==> src/rtl/audio_mixer_pkg.sv <==
// Shared helpers for the polyphonic sample mixer: silence level and mix accumulator width.
package audio_mixer_pkg;

    function automatic int unsigned silence_level(input int unsigned data_bits);
        return 32'd1 << (data_bits - 1);
    endfunction

    // Sum of num_voices full-scale unsigned samples never overflows this width.
    function automatic int unsigned acc_width(input int unsigned data_bits,
                                              input int unsigned num_voices);
        return data_bits + $clog2(num_voices);
    endfunction

endpackage

==> src/rtl/delta_sigma_dac.sv <==
// First-order 1-bit delta-sigma modulator; the output bit is the registered accumulator carry.
module delta_sigma_dac #(
    parameter int unsigned DATA_BITS = 8
) (
    input  logic                 i_clk,
    input  logic                 i_reset,
    input  logic [DATA_BITS-1:0] i_level,
    output logic                 o_out
);
    logic [DATA_BITS-1:0] r_acc;
    logic                 r_out;
    logic [DATA_BITS:0]   w_sum;

    assign w_sum = {1'b0, r_acc} + {1'b0, i_level};

    always_ff @(posedge i_clk) begin
        if (i_reset) begin
            r_acc <= '0;
            r_out <= 1'b0;
        end else begin
            r_acc <= w_sum[DATA_BITS-1:0];
            r_out <= w_sum[DATA_BITS];
        end
    end

    assign o_out = r_out;

endmodule

==> src/rtl/audio_voice_mixer.sv <==
// Polyphonic sample player: voices are swept once per output sample, mixed, and sent to a 1-bit DAC.
// Define AUDIO_MIXER_LOOP_EN to add the i_trig_loop port and looping voices.
module audio_voice_mixer
    import audio_mixer_pkg::*;
#(
    parameter int unsigned NUM_VOICES = 4,
    parameter int unsigned ADDR_BITS  = 14,
    parameter int unsigned DATA_BITS  = 8,
    parameter int unsigned CLK_DIV    = 5000
) (
    input  logic                  i_clk,
    input  logic                  i_reset,
    input  logic                  i_trigger,
    input  logic [ADDR_BITS-1:0]  i_trig_start,
    input  logic [ADDR_BITS-1:0]  i_trig_len,
`ifdef AUDIO_MIXER_LOOP_EN
    input  logic                  i_trig_loop,
`endif
    output logic [ADDR_BITS-1:0]  o_rom_addr,
    input  logic [DATA_BITS-1:0]  i_rom_data,
    output logic [NUM_VOICES-1:0] o_voice_active,
    output logic                  o_audio
);
    localparam int unsigned ACC_W  = acc_width(DATA_BITS, NUM_VOICES);
    localparam int unsigned VIDX_W = $clog2(NUM_VOICES);
    localparam int unsigned TICK_W = $clog2(CLK_DIV);

    localparam logic [TICK_W-1:0]    TICK_LAST   = TICK_W'(CLK_DIV - 1);
    localparam logic [TICK_W-1:0]    TICK_SWEEP  = TICK_W'(NUM_VOICES);
    localparam logic [TICK_W-1:0]    TICK_COMMIT = TICK_W'(NUM_VOICES + 1);
    localparam logic [DATA_BITS-1:0] SILENCE     = DATA_BITS'(silence_level(DATA_BITS));
    localparam logic [ACC_W-1:0]     MIX_RESET   = ACC_W'(silence_level(DATA_BITS) * NUM_VOICES);

    typedef struct packed {
        logic                 active;
        logic [ADDR_BITS-1:0] start;
        logic [ADDR_BITS-1:0] len;
        logic [ADDR_BITS-1:0] pos;
`ifdef AUDIO_MIXER_LOOP_EN
        logic                 loop;
`endif
    } voice_t;

    voice_t               r_voice   [NUM_VOICES];
    voice_t               w_voice_d [NUM_VOICES];
    logic [TICK_W-1:0]    r_tick;
    logic [VIDX_W-1:0]    r_steal_ptr;
    logic [ADDR_BITS-1:0] r_addr_hold;
    logic                 r_slot_active;
    logic [ACC_W-1:0]     r_mix_acc;
    logic [ACC_W-1:0]     r_mix;

    logic                 w_trig_ok;
    logic                 w_any_idle;
    logic [VIDX_W-1:0]    w_alloc_idx;
    logic                 w_in_sweep;
    logic [VIDX_W-1:0]    w_slot;
    logic [ADDR_BITS-1:0] w_sweep_addr;

    assign w_trig_ok    = i_trigger && (i_trig_len != '0);
    assign w_in_sweep   = (r_tick < TICK_SWEEP);
    assign w_slot       = r_tick[VIDX_W-1:0];
    assign w_sweep_addr = r_voice[w_slot].start + r_voice[w_slot].pos;
    assign o_rom_addr   = w_in_sweep ? w_sweep_addr : r_addr_hold;

    // Descending scan so the lowest-index idle voice wins; steal pointer if all busy.
    always_comb begin
        w_alloc_idx = r_steal_ptr;
        w_any_idle  = 1'b0;
        for (int i = int'(NUM_VOICES) - 1; i >= 0; i--) begin
            if (!r_voice[i].active) begin
                w_alloc_idx = VIDX_W'(i);
                w_any_idle  = 1'b1;
            end
        end
    end

    always_comb begin
        w_voice_d = r_voice;
        if (r_tick == TICK_COMMIT) begin
            for (int i = 0; i < int'(NUM_VOICES); i++) begin
                if (r_voice[i].active) begin
                    if (r_voice[i].pos == r_voice[i].len - ADDR_BITS'(1)) begin
                        w_voice_d[i].pos = '0;
`ifdef AUDIO_MIXER_LOOP_EN
                        w_voice_d[i].active = r_voice[i].loop;
`else
                        w_voice_d[i].active = 1'b0;
`endif
                    end else begin
                        w_voice_d[i].pos = r_voice[i].pos + ADDR_BITS'(1);
                    end
                end
            end
        end
        // Applied after the advance so a same-cycle trigger takes precedence.
        if (w_trig_ok) begin
            w_voice_d[w_alloc_idx].active = 1'b1;
            w_voice_d[w_alloc_idx].start  = i_trig_start;
            w_voice_d[w_alloc_idx].len    = i_trig_len;
            w_voice_d[w_alloc_idx].pos    = '0;
`ifdef AUDIO_MIXER_LOOP_EN
            w_voice_d[w_alloc_idx].loop   = i_trig_loop;
`endif
        end
    end

    always_ff @(posedge i_clk) begin
        if (i_reset) begin
            r_voice       <= '{default: '0};
            r_tick        <= '0;
            r_steal_ptr   <= '0;
            r_addr_hold   <= '0;
            r_slot_active <= 1'b0;
            r_mix_acc     <= '0;
            r_mix         <= MIX_RESET;
        end else begin
            r_voice <= w_voice_d;
            r_tick  <= (r_tick == TICK_LAST) ? '0 : r_tick + TICK_W'(1);
            // Active flag is captured with the address so a later trigger cannot relabel the data.
            if (w_in_sweep) begin
                r_addr_hold   <= w_sweep_addr;
                r_slot_active <= r_voice[w_slot].active;
            end
            if (r_tick == '0) begin
                r_mix_acc <= '0;
            end else if (r_tick <= TICK_SWEEP) begin
                r_mix_acc <= r_mix_acc + ACC_W'(r_slot_active ? i_rom_data : SILENCE);
            end
            if (r_tick == TICK_COMMIT) begin
                r_mix <= r_mix_acc;
            end
            if (w_trig_ok && !w_any_idle) begin
                r_steal_ptr <= (r_steal_ptr == VIDX_W'(NUM_VOICES - 1)) ? '0
                                                                          : r_steal_ptr + VIDX_W'(1);
            end
        end
    end

    always_comb begin
        o_voice_active = '0;
        for (int i = 0; i < int'(NUM_VOICES); i++) begin
            o_voice_active[i] = r_voice[i].active;
        end
    end

    delta_sigma_dac #(
        .DATA_BITS(DATA_BITS)
    ) u_dac (
        .i_clk  (i_clk),
        .i_reset(i_reset),
        .i_level(r_mix[ACC_W-1 -: DATA_BITS]),
        .o_out  (o_audio)
    );

endmodule
==> config.mk <==
export PLATFORM = sky130hd
export DESIGN_NAME = audio_voice_mixer
export DESIGN_NICKNAME = d
export VERILOG_FILES = /design/src/rtl/audio_mixer_pkg.sv /design/src/rtl/delta_sigma_dac.sv /design/src/rtl/audio_voice_mixer.sv
export SDC_FILE = /design/constraint.sdc
export NUM_CORES = 1
export LEC_CHECK = 0
export BUFFER_PORTS_ARGS = -buffer_cell sky130_fd_sc_hd__buf_2
export CAP_MARGIN = 0
export CORE_MARGIN = 8
export CORE_UTILIZATION = 45
export CTS_BUF_LIST = sky130_fd_sc_hd__clkbuf_8
export CTS_CLUSTER_SIZE = 28
export DETAILED_ROUTE_END_ITERATION = 16
export GPL_TIMING_DRIVEN = 0
export SYNTH_ARGS = -nofsm -noshare
export SYNTH_HDL_FRONTEND = slang
export SYNTH_SLANG_ARGS = --single-unit
==> constraint.sdc <==
create_clock -name i_clk -period 3.73 [get_ports i_clk]
set_input_delay 0.373 -clock i_clk [delete_from_list [all_inputs] [get_ports i_clk]]
set_output_delay 0.373 -clock i_clk [all_outputs]
set_load 0.005 [all_outputs]
==> metrics.cfg, run 1 <==
[detailed_routing]
ant_nets=0
viasPerCell=5.59
drt_wl_total_um=38300
drtPass1Iterations=5
drcViolationCount=0
wl_per_cell_um=18.9
vias=11314
initialDrtViolationCount=1047

[pwr]
power_frac_comb_pct=12.7
power_density_nw_per_um2=380
power_switching_mw=1.56
p_clk_share_pct=41.5
netSwitchingFraction_pct=27.8
cellInternalPower_mw=4.06
seqPwrFrac_pct=45.8
ir_drop_mv=0.246
p_leak_nw=5.86

[synth]
synth_edf_count=0
ys_ff_latch=229
synthFlopType=dfxtp_1
synth-compound-area-share_pct=10.9
synth_simple_gate_area_share_pct=23.5
yosys.area_share.xor_xnor_pct=9.49
avgSynthCellArea_um2=8.49
yosysSeqAreaShare_pct=36.1
synthCells=1496
yosysWarningCount=0
netlist_area_um2=12700
synth_nets=1579
async_reset_ff_share_pct=0
synthAdderAreaFrac_pct=4.51
synth.area.mux_share_pct=11.3
synthDistinctLibCells=74
synth_top_family_by_area=simple AND/OR/NAND/NOR gates

[cells_and_area]
synthToLayoutAreaGrowth_pct=16.4
fillers=2728
fin_area_um2=14800
layout_commonest_cell=dfxtp_1
nets=1700
drive_above_1_share_pct=14.5
antennaDiodeCount=0
final_cell_mix=227 x dfxtp_1, 202 x nand2_1, 168 x nor2_1, 97 x a21oi_1, 76 x mux2i_1
postLayoutCoreUtil_pct=53.2

[global_routing]
gr-total-overflow=0
busiest_layer=met2
grt_pass1_wl_um=59800
use_met1_pct=30.5
grt_max_degree=13
grt_pass1_vias=10673
grt_use_met2_pct=34.8
antenna_found_initial=0
use_met3_pct=3.70
grtUsageTotal_pct=22.4

[flow_run]
maxCapViolCount=0

[critical_path]
cp_max_fo=5
end_kind=output pin
reg2reg_from=o_voice_active[2]$_SDFF_PP0_
critPathKind=flip-flop to output pin
worstPathArrival_ns=3.49
cp-start-kind=flip-flop
reg2regPathDepth=9
required_ns=3.36
rrSetupSlack_ns=0.59

[worst_hold_path]
hold_depth=3
hp-class=primary input to flip-flop
hp-start=i_trig_start[10]

[floorplan]
dieArea_um2=33800
io_pins=58
initial_core_util_pct=45.7
die_w_um=184
core-area_um2=27800
die_y_um=184
rows=61

[timing]
skew_ns=0.0413
relSlewSlack_pct=35.7
rsz0062_at_grt=yes
setup_viol=7
holdWs_ns=0.0759
slew_violations=0
fin_ws_ns=-0.133
tightest_slew_ns=0.965
max_freq_mhz=259
min_period_ns=3.86
fin_tns_setup_ns=-0.444
period_share_pct=104
hold_viol_final=0

[place]
dpl.hpwl_um=27900
numPortBuffers=57
gp_congestion=0.904
placed_area_um2=13500

[run_status]
violations=setup timing
status=finished with violations

[clock_tree]
clockRootBuffer=clkbuf_8
clk_latency_ns=0.58
path_clk_slew_ns=0.06
cts_tree=yes
holdBufCountCts=0
htreeDepth=2
cts_sinks=229
clockBufferDepth=3
numCtsBuffers=42

-- kinds of logic after synthesis --
group           count (synthesis)
xor+xnor                      136
compound gates                224
flops                         229
fa+ha+maj                      44
mux                           108
simple gates                  628
buf+inv                       127
-- metrics by stage --
step	worst slack, ns	total power, mW	cells
finish	-0.133	5.62	2024
floorplan	0.163	3.06	1496
global route	-0.229	5.85	2024
CTS	-0.133	5.64	2020
detailed placement	-0.724	3.27	1931
global placement	-0.733	3.26	1931
-- power groups by stage --
stage / Combinational, mW / Clock [mW] / Sequential, mW
2_1_floorplan: 0.454 / 0 / 2.60
3_3_place_gp: 0.644 / 0 / 2.62
3_5_place_dp: 0.652 / 0 / 2.62
4_1_cts: 0.693 / 2.37 / 2.57
5_1_grt: 0.781 / 2.49 / 2.58
6_report: 0.715 / 2.33 / 2.57
-- critical path, cell delays in order, from the launching register on --
cell and delay, ns:
dfxtp_4 0.44, buf_12 0.15, buf_4 0.11, mux4_2 0.57, inv_1 0.13, fa_2 0.22, nor2b_2 0.05, o31a_1 0.27
o211ai_1 0.27, a21oi_2 0.10, or4_4 0.43, nand3_2 0.11, buf_6 0.10
-- cell type report --
type                            instances  area (µm²)  share of cell area [%]
Buffer                                 86         439                    2.97
Tap cell                              378         473                    3.20
Sequential cell                       229        4590                    31.1
Clock inverter                         22         105                   0.711
Inverter                               40         150                    1.02
Clock buffer                           51         702                    4.75
Multi-Input combinational cell       1140        7820                    52.9
Timing Repair Buffer                   78         498                    3.37
-- layer usage --
layer | vias to the layer above | share of wire [%]
met4 | 0 | 3.6
met3 | 81 | 6.8
met2 | 364 | 44
met5 | - | 0
met1 | 5394 | 45
li1 | 5475 | -
-- cells in the mapped netlist (all sizes together), types with 6 or more instances --
| cell | n | area, µm² |
|---|---|---|
| mux4 | 28 | 631 |
| or2 | 8 | 50.1 |
| nor3 | 49 | 255 |
| and2 | 15 | 93.8 |
| nand2b | 12 | 75.1 |
| buf | 24 | 133 |
| nand4 | 29 | 181 |
| xor2 | 65 | 569 |
| a31oi | 6 | 37.5 |
| o211ai | 10 | 75.1 |
| or4 | 12 | 97.6 |
| a211oi | 10 | 75.1 |
| xnor2 | 70 | 613 |
| inv | 40 | 150 |
| ha | 41 | 513 |
| nor2 | 169 | 634 |
| a21oi | 100 | 500 |
| and3 | 15 | 93.8 |
| clkbuf | 63 | 239 |
| nand2 | 202 | 758 |
| nor4 | 20 | 153 |
| mux2i | 76 | 761 |
| nand3 | 46 | 230 |
| or3 | 10 | 62.6 |
| nor2b | 20 | 125 |
| dfxtp | 229 | 4580 |
| o21ai | 36 | 180 |
-- how the worst max path moves through the flow --
stage | start | end | slack (ns)
global placement | r_tick[0]$_SDFF_PP0_ | o_rom_addr[12] | -0.73
floorplan | r_tick[0]$_SDFF_PP0_ | o_rom_addr[12] | 0.16
global route | r_tick[0]$_SDFF_PP0_ | o_rom_addr[10] | -0.23
detailed placement | r_tick[0]$_SDFF_PP0_ | o_rom_addr[12] | -0.72
CTS | r_tick[0]$_SDFF_PP0_ | o_rom_addr[12] | -0.13
finish | r_tick[0]$_SDFF_PP0_ | o_rom_addr[12] | -0.13
-- repair_timing --
item / 4_1_cts / 5_1_grt
cloned: 1 / 1
setup endpoints to repair: 18 / 11
setup buffers: 15 / 5
pin swaps: 15 / 26
gates resized for setup: 53 / 28
(Power assumes the default switching activity.)
==> run 2, diff against run 1 <==
--- a/config.mk
+++ b/config.mk
@@ -5,6 +5,7 @@
 export SDC_FILE = /design/constraint.sdc
 export NUM_CORES = 1
 export LEC_CHECK = 0
+export ABC_AREA = 1
 export BUFFER_PORTS_ARGS = -buffer_cell sky130_fd_sc_hd__buf_2
 export CAP_MARGIN = 0
 export CORE_MARGIN = 8
==> metrics.cfg, run 2 <==
[synth]
netlist_area_um2=13500  ; +6.5%
async_reset_ff_share_pct=0  ; unchanged
synth_top_area_share_pct=33.9  ; -2.2 points
synthCells=2034  ; +36%
synthFlopType=dfxtp_1
yosys.area.top_type=dfxtp_1
yosysWarningCount=0  ; unchanged
avgSynthCellArea_um2=6.65  ; -22%
synth.area.top_cells=dfxtp_1 34%, nand2_1 11%, nor2_1 8.3%, o21ai_0 7.4%, a21oi_1 6.8%
yosysSeqAreaShare_pct=33.9  ; -2.2 points
synth_edf_count=0  ; unchanged
synth_nets=2117  ; +34%
yosysMostFrequentCell=nand2_1
ys_top_cells_by_count=388 x nand2_1, 298 x nor2_1, 239 x inv_1
ys_ff_latch=229  ; unchanged
synthDistinctLibCells=53  ; -28%

[clock_tree]
cts_sinks=229  ; unchanged
clk_latency_ns=0.56  ; -0.02 ns
clockBufferDepth=3  ; unchanged
holdBufCountCts=0  ; unchanged
path_clk_slew_ns=0.06  ; about the same
clockRootBuffer=clkbuf_8
cts_tree=yes
htreeDepth=2  ; unchanged
numCtsBuffers=43  ; +2.4%

[cells_and_area]
synthToLayoutAreaGrowth_pct=14.5
drive_above_1_share_pct=11.8  ; -2.8 points
fillers=3061  ; +12%
nets=2225  ; +31%
layout_commonest_cell=nand2_1
fin_area_um2=15500  ; +4.8%
final_cells=2557  ; +26%
postLayoutCoreUtil_pct=52.2  ; -0.96 points
final_cell_mix=387 x nand2_1, 298 x nor2_1, 249 x inv_1, 227 x dfxtp_1, 185 x o21ai_0
antennaDiodeCount=0  ; unchanged

[critical_path]
cp_top_family=compound AO/OA/AOI/OAI gates
critPathBufInv=4  ; unchanged
cp_cell_sequence=inv_8 > buf_12 > o21ai_1 > a21oi_2 > a21oi_1 > ha_1 > a21oi_1 > o21ai_0 > a21o_1 > nand3_1 > nand2_1 > nand2_1 > nand2_1 > o22ai_2 > inv_1 > buf_2
cp_slowest_stage_delay_ns=0.40  ; -0.17 ns
required_ns=3.36  ; about the same
reg2reg_from=r_tick[0]$_SDFF_PP0_
cp_max_fo=10  ; +5
critPathKind=flip-flop to output pin
cp-start-kind=flip-flop
critPathLaunch=r_tick[0]$_SDFF_PP0_
worstPathArrival_ns=3.33  ; -0.16 ns
cpMostUsedCell=nand2_1
cpMaxStageDelayCell=dfxtp_4
end_kind=output pin

[floorplan]
initial_core_util_pct=45.6  ; -0.090 points
die_y_um=189  ; +2.9%
io_pins=58  ; unchanged
core-area_um2=29600  ; +6.7%
die_w_um=189  ; +2.9%
dieArea_um2=35800  ; +5.9%
rows=63  ; +3.3%

[pwr]
netSwitchingFraction_pct=31.3  ; +3.6 points
p_total_mw=6.34  ; +13%
p_leak_nw=6.88  ; +17%
ir_drop_mv=0.330  ; +34%
power_frac_comb_pct=20.7  ; +8.0 points
p_clk_share_pct=37.9  ; -3.6 points
power_switching_mw=1.99  ; +27%
cellInternalPower_mw=4.36  ; +7.3%
power_density_nw_per_um2=410  ; +7.8%
seqPwrFrac_pct=41.4  ; -4.4 points

[global_routing]
grt_pass1_vias=12866  ; +21%
gr-total-overflow=0  ; unchanged
grt_max_degree=12  ; -1
grtUsageTotal_pct=24.4  ; +2.1 points
grt_pass1_wl_um=70000  ; +17%
antenna_found_initial=0  ; unchanged

[worst_hold_path]
hp-class=primary input to flip-flop
hp-start=i_trig_start[10]

[detailed_routing]
drcViolationCount=0  ; unchanged
ant_nets=0  ; unchanged
wl_met1_um=19900  ; +15%
wl_met3_um=3220  ; +24%
viasPerCell=5.34  ; -4.5%
initialDrtViolationCount=1171  ; +12%
vias=13644  ; +21%
routed.top_layer=met4
drt_wl_total_um=44400  ; +16%
wl_met2_um=19400  ; +14%
drtPass1Iterations=9  ; +4
wl_per_cell_um=17.4  ; -8.2%

[timing]
max_freq_mhz=270  ; +4.4%
min_period_ns=3.70  ; -0.163 ns
fin_tns_setup_ns=0  ; +0.444 ns
skew_ns=0.0355  ; -0.00580 ns
relSlewSlack_pct=42.2  ; +6.6 points
setup_viol=0  ; -7
period_share_pct=99.2  ; -4.4 points
rsz0062_at_grt=yes
fin_ws_ns=0.0299  ; +0.163 ns
tightest_slew_ns=0.862  ; -0.103 ns
slew_violations=0  ; unchanged
hold_viol_final=0  ; unchanged
holdWs_ns=0.116  ; +0.0399 ns

[place]
dp_cells=2481  ; +28%
placed_area_um2=14300  ; +6.2%
gp_congestion=0.918  ; +1.5%
dpl.hpwl_um=33900  ; +22%
dpl_worst_slack_ns=-0.378  ; +0.346 ns
numPortBuffers=57  ; unchanged

[flow_run]
maxCapViolCount=0  ; unchanged

[run_status]
status=completed

[run 2: tightest hold or removal path: stages]
cell	delay [ns]
buf_2	0.13
nand2_1	0.06
a21oi_1	0.05
[run 2: worst paths after layout]
kind | endpoint | slack [ns] | cells past startpoint
setup reg to reg | r_addr_hold[9]$_SDFF_PP0_ | 0.96 | 15
setup / recovery | o_rom_addr[9] | 0.03 | 16
hold reg to reg | flip-flop | 0.44 | 2
hold / removal | flip-flop | 0.12 | 3
[run 2: kinds of logic after synthesis]
logic type               count (synthesis)  synth area share [%]
adder cells (fa/ha/maj)                 44                  4.24
AO/OA/AOI/OAI                          421                  16.2
XOR/XNOR                               101                  6.65
flip-flops                             229                  33.9
buffers and inverters                  323                  9.53
multiplexers                             1                0.0740
AND/OR/NAND/NOR                        915                  29.4
[run 2: layer usage]
metal / track usage, % / vias up
met5: 0 / -
met4: 9.68 / 0
met3: 4.95 / 107
met2: 38.9 / 439
met1: 32.0 / 6280
li1: - / 6818
[run 2: power by group through the flow]
stage / registers (mW) / logic [mW] / clock network (mW)
after global routing: 2.64 / 1.47 / 2.55
after CTS: 2.62 / 1.26 / 2.45
after detailed placement: 2.67 / 1.22 / 0
after floorplan: 2.65 / 0.830 / 0
final: 2.62 / 1.31 / 2.41
after global placement: 2.67 / 1.21 / 0
[run 2: area by class of cell]
type | count | area [µm²] | share of cell area, %
buffer | 73 | 459 | 2.97
clock buffer | 53 | 729 | 4.71
clock inverter | 17 | 96.3 | 0.622
inverter | 249 | 950 | 6.14
multi-input combinational | 1482 | 7810 | 50.4
sequential | 229 | 4590 | 29.7
tap | 390 | 488 | 3.15
timing repair buffer | 64 | 355 | 2.30
[run 2: repair_timing]
item,4_1_cts,5_1_grt
buffers inserted,3,3
endpoints found under the setup margin,13,7
gates resized for setup,63,42
gates cloned,0,1
hold endpoints to repair,0,0
pin swaps,2,7
==> run 3, diff against run 2 <==
--- a/config.mk
+++ b/config.mk
@@ -16,4 +16,5 @@
 export GPL_TIMING_DRIVEN = 0
 export SYNTH_ARGS = -nofsm -noshare
 export SYNTH_HDL_FRONTEND = slang
+export SYNTH_HIERARCHICAL = 1
 export SYNTH_SLANG_ARGS = --single-unit
==> metrics.cfg, run 3 <==
[critical_path]
cp_max_fo=7  ; -3
reg2regPathDepth=16  ; +1
rrSetupSlack_ns=1.00  ; +0.04 ns
worstPathArrival_ns=3.23  ; -0.10 ns
critPathLaunch=r_tick[0]$_SDFF_PP0_
required_ns=3.36  ; about the same
end_kind=output pin
critPathKind=flip-flop to output pin
reg2reg_from=r_tick[0]$_SDFF_PP0_
cp-start-kind=flip-flop
cp-endpoint=o_rom_addr[13]
regToRegEndpoint=r_addr_hold[12]$_SDFF_PP0_

[global_routing]
grt_use_met2_pct=41.2  ; +2.3 points
gr-total-overflow=0  ; unchanged
busiest_layer=met2
grt_pass1_vias=13599  ; +5.7%
use_met1_pct=32.9  ; +0.92 points
grtUsageTotal_pct=25.5  ; +1.0 points
antenna_found_initial=1  ; +1
grt_max_degree=13  ; +1
use_met3_pct=5.05  ; +0.10 points
grt_pass1_wl_um=73500  ; +4.9%

[cells_and_area]
drive_above_1_share_pct=11.6  ; -0.13 points
layout_commonest_cell=nand2_1
nets=2343  ; +5.3%
fillers=3193  ; +4.3%
antennaDiodeCount=0  ; unchanged
fin_area_um2=16100  ; +3.9%
final_cell_mix=387 x nand2_1, 296 x inv_1, 295 x nor2_1, 227 x dfxtp_1, 204 x o21ai_0
synthToLayoutAreaGrowth_pct=16.0

[timing]
hold_viol_final=0  ; unchanged
skew_ns=0.0336  ; -0.00193 ns
holdWs_ns=0.0894  ; -0.0263 ns
max_freq_mhz=277  ; +2.6%
period_share_pct=96.7  ; -2.5 points
slew_violations=0  ; unchanged
rsz0062_at_grt=yes
min_period_ns=3.61  ; -0.0940 ns
tightest_slew_ns=0.824  ; -0.0376 ns
relSlewSlack_pct=45.1  ; +2.8 points
setup_viol=0  ; unchanged

[place]
dpl.hpwl_um=35300  ; +4.2%
placed_area_um2=14600  ; +2.5%
gp_congestion=0.935  ; +1.9%
numPortBuffers=57  ; unchanged

[clock_tree]
path_clk_slew_ns=0.06  ; about the same
numCtsBuffers=44  ; +2.3%
clk_latency_ns=0.59  ; +0.03 ns
clockRootBuffer=clkbuf_8
cts_tree=yes
clockBufferDepth=3  ; unchanged
htreeDepth=2  ; unchanged
cts_sinks=229  ; unchanged

[synth]
avgSynthCellArea_um2=6.49  ; -2.3%
yosysMostFrequentCell=nand2_1
synth_nets=2219  ; +4.8%
yosys.area.top_type=dfxtp_1
synthCells=2136  ; +5.0%
synthFlopType=dfxtp_1
synth.area.top_cells=dfxtp_1 33%, nand2_1 11%, nor2_1 8.0%, inv_1 7.9%, o21ai_0 7.7%
async_reset_ff_share_pct=0  ; unchanged
yosysSeqAreaShare_pct=33.1  ; -0.85 points
synthDistinctLibCells=46  ; -13%
synth_edf_count=0  ; unchanged
netlist_area_um2=13900  ; +2.6%
ys_top_cells_by_count=390 x nand2_1, 296 x nor2_1, 290 x inv_1
synth_top_area_share_pct=33.1  ; -0.85 points
yosysWarningCount=6  ; +6
ys_ff_latch=229  ; unchanged

[pwr]
p_leak_nw=7.40  ; +7.6%
ir_drop_mv=0.331  ; +0.32%
p_total_mw=6.67  ; +5.1%
power_density_nw_per_um2=415  ; +1.2%

[detailed_routing]
initialDrtViolationCount=1193  ; +1.9%
drt_wl_total_um=47200  ; +6.2%
viasPerCell=5.33  ; -0.16%
drcViolationCount=0  ; unchanged
drtPass1Iterations=6  ; -3
wl_per_cell_um=17.5  ; +0.92%
vias=14331  ; +5.0%
ant_nets=0  ; unchanged

[floorplan]
initial_core_util_pct=45.6  ; -0.046 points
rows=64  ; +1.6%
dieArea_um2=36700  ; +2.3%
die_w_um=192  ; +1.2%
die_y_um=192  ; +1.2%
io_pins=58  ; unchanged
core-area_um2=30400  ; +2.7%

[worst_hold_path]
hp-class=primary input to flip-flop

[flow_run]
maxCapViolCount=0  ; unchanged

[run_status]
status=completed

-- run 3: where the power goes --
| group | switching, mW | internal, mW |
|---|---|---|
| combinational | 0.878 | 0.492 |
| clock | 1.16 | 1.51 |
| sequential | 0.0723 | 2.56 |
| total | 2.11 | 4.56 |
-- run 3: timing repair --
item | in CTS | in global routing
resized for setup | 54 | 52
buffers inserted | 6 | 14
setup endpoints to repair | 15 | 8
cloned | 0 | 1
pin swaps | 5 | 14
hold buffers | 0 | 0
-- run 3: area by class of cell --
class / count / area (µm²) / share of cell area, %
clock buffers: 63 / 867 / 5.39
well taps: 396 / 495 / 3.08
plain buffers: 76 / 458 / 2.85
flip-flops and latches: 229 / 4590 / 28.6
multi-input cells: 1532 / 7980 / 49.6
inverters: 299 / 1130 / 7.06
repair buffers: 78 / 459 / 2.86
clock inverters: 17 / 95.1 / 0.591
-- run 3: cells by family (layout without fill, tap and decap cells) --
family	count (synthesis)	after routing	synth area share (%)
DFF	229	229	33.1
adders and majority gates	44	44	4.13
buffers and inverters	375	533	10.5
xor gates and xnor gates	92	92	5.81
and+or+nand+nor	964	964	30.5
AOI/OAI and AO/OA	432	432	16.1
-- run 3: critical path, cell delays in order (launching register included) --
cell       delay (ns)
dfxtp_4          0.40
inv_8            0.06
clkbuf_16        0.16
buf_12           0.14
buf_12           0.12
o21ai_0          0.23
o22ai_2          0.15
ha_1             0.37
a21oi_2          0.18
o21ai_0          0.14
a21oi_1          0.14
nand2_1          0.07
xnor2_1          0.13
o21ai_1          0.19
inv_1            0.06
buf_2            0.12
-- run 3: layer usage --
| metal | vias to the layer above | wire length, µm |
|---|---|---|
| met5 | - | 11 |
| met4 | 2 | 1820 |
| met3 | 122 | 3610 |
| met2 | 468 | 20900 |
| met1 | 6548 | 20800 |
| li1 | 7191 | - |
-- run 3: metrics by stage --
stage | util (%) | TNS [ns] | std cells | setup slack, ns
after floorplan | - | 0 | 2136 | 0.568
after global placement | 48.1 | -1.16 | 2589 | -0.424
after detailed placement | 48.1 | -1.24 | 2589 | -0.462
after CTS | 52.0 | 0 | 2675 | 0.0164
after global routing | 52.9 | -0.226 | 2690 | -0.0714
final | 52.9 | 0 | 2690 | 0.124
-- run 3: worst min path at each step --
stage / startpoint / end / slack, ns / cells after the start
3_3_place_gp: flip-flop / flip-flop / 0.43 / 2
5_1_grt: i_trig_start[8] / flip-flop / 0.08 / 3
4_1_cts: i_trig_start[8] / flip-flop / 0.06 / 3
3_5_place_dp: flip-flop / flip-flop / 0.43 / 2
6_report: i_trig_start[8] / flip-flop / 0.09 / 3
2_1_floorplan: flip-flop / flip-flop / 0.42 / 2
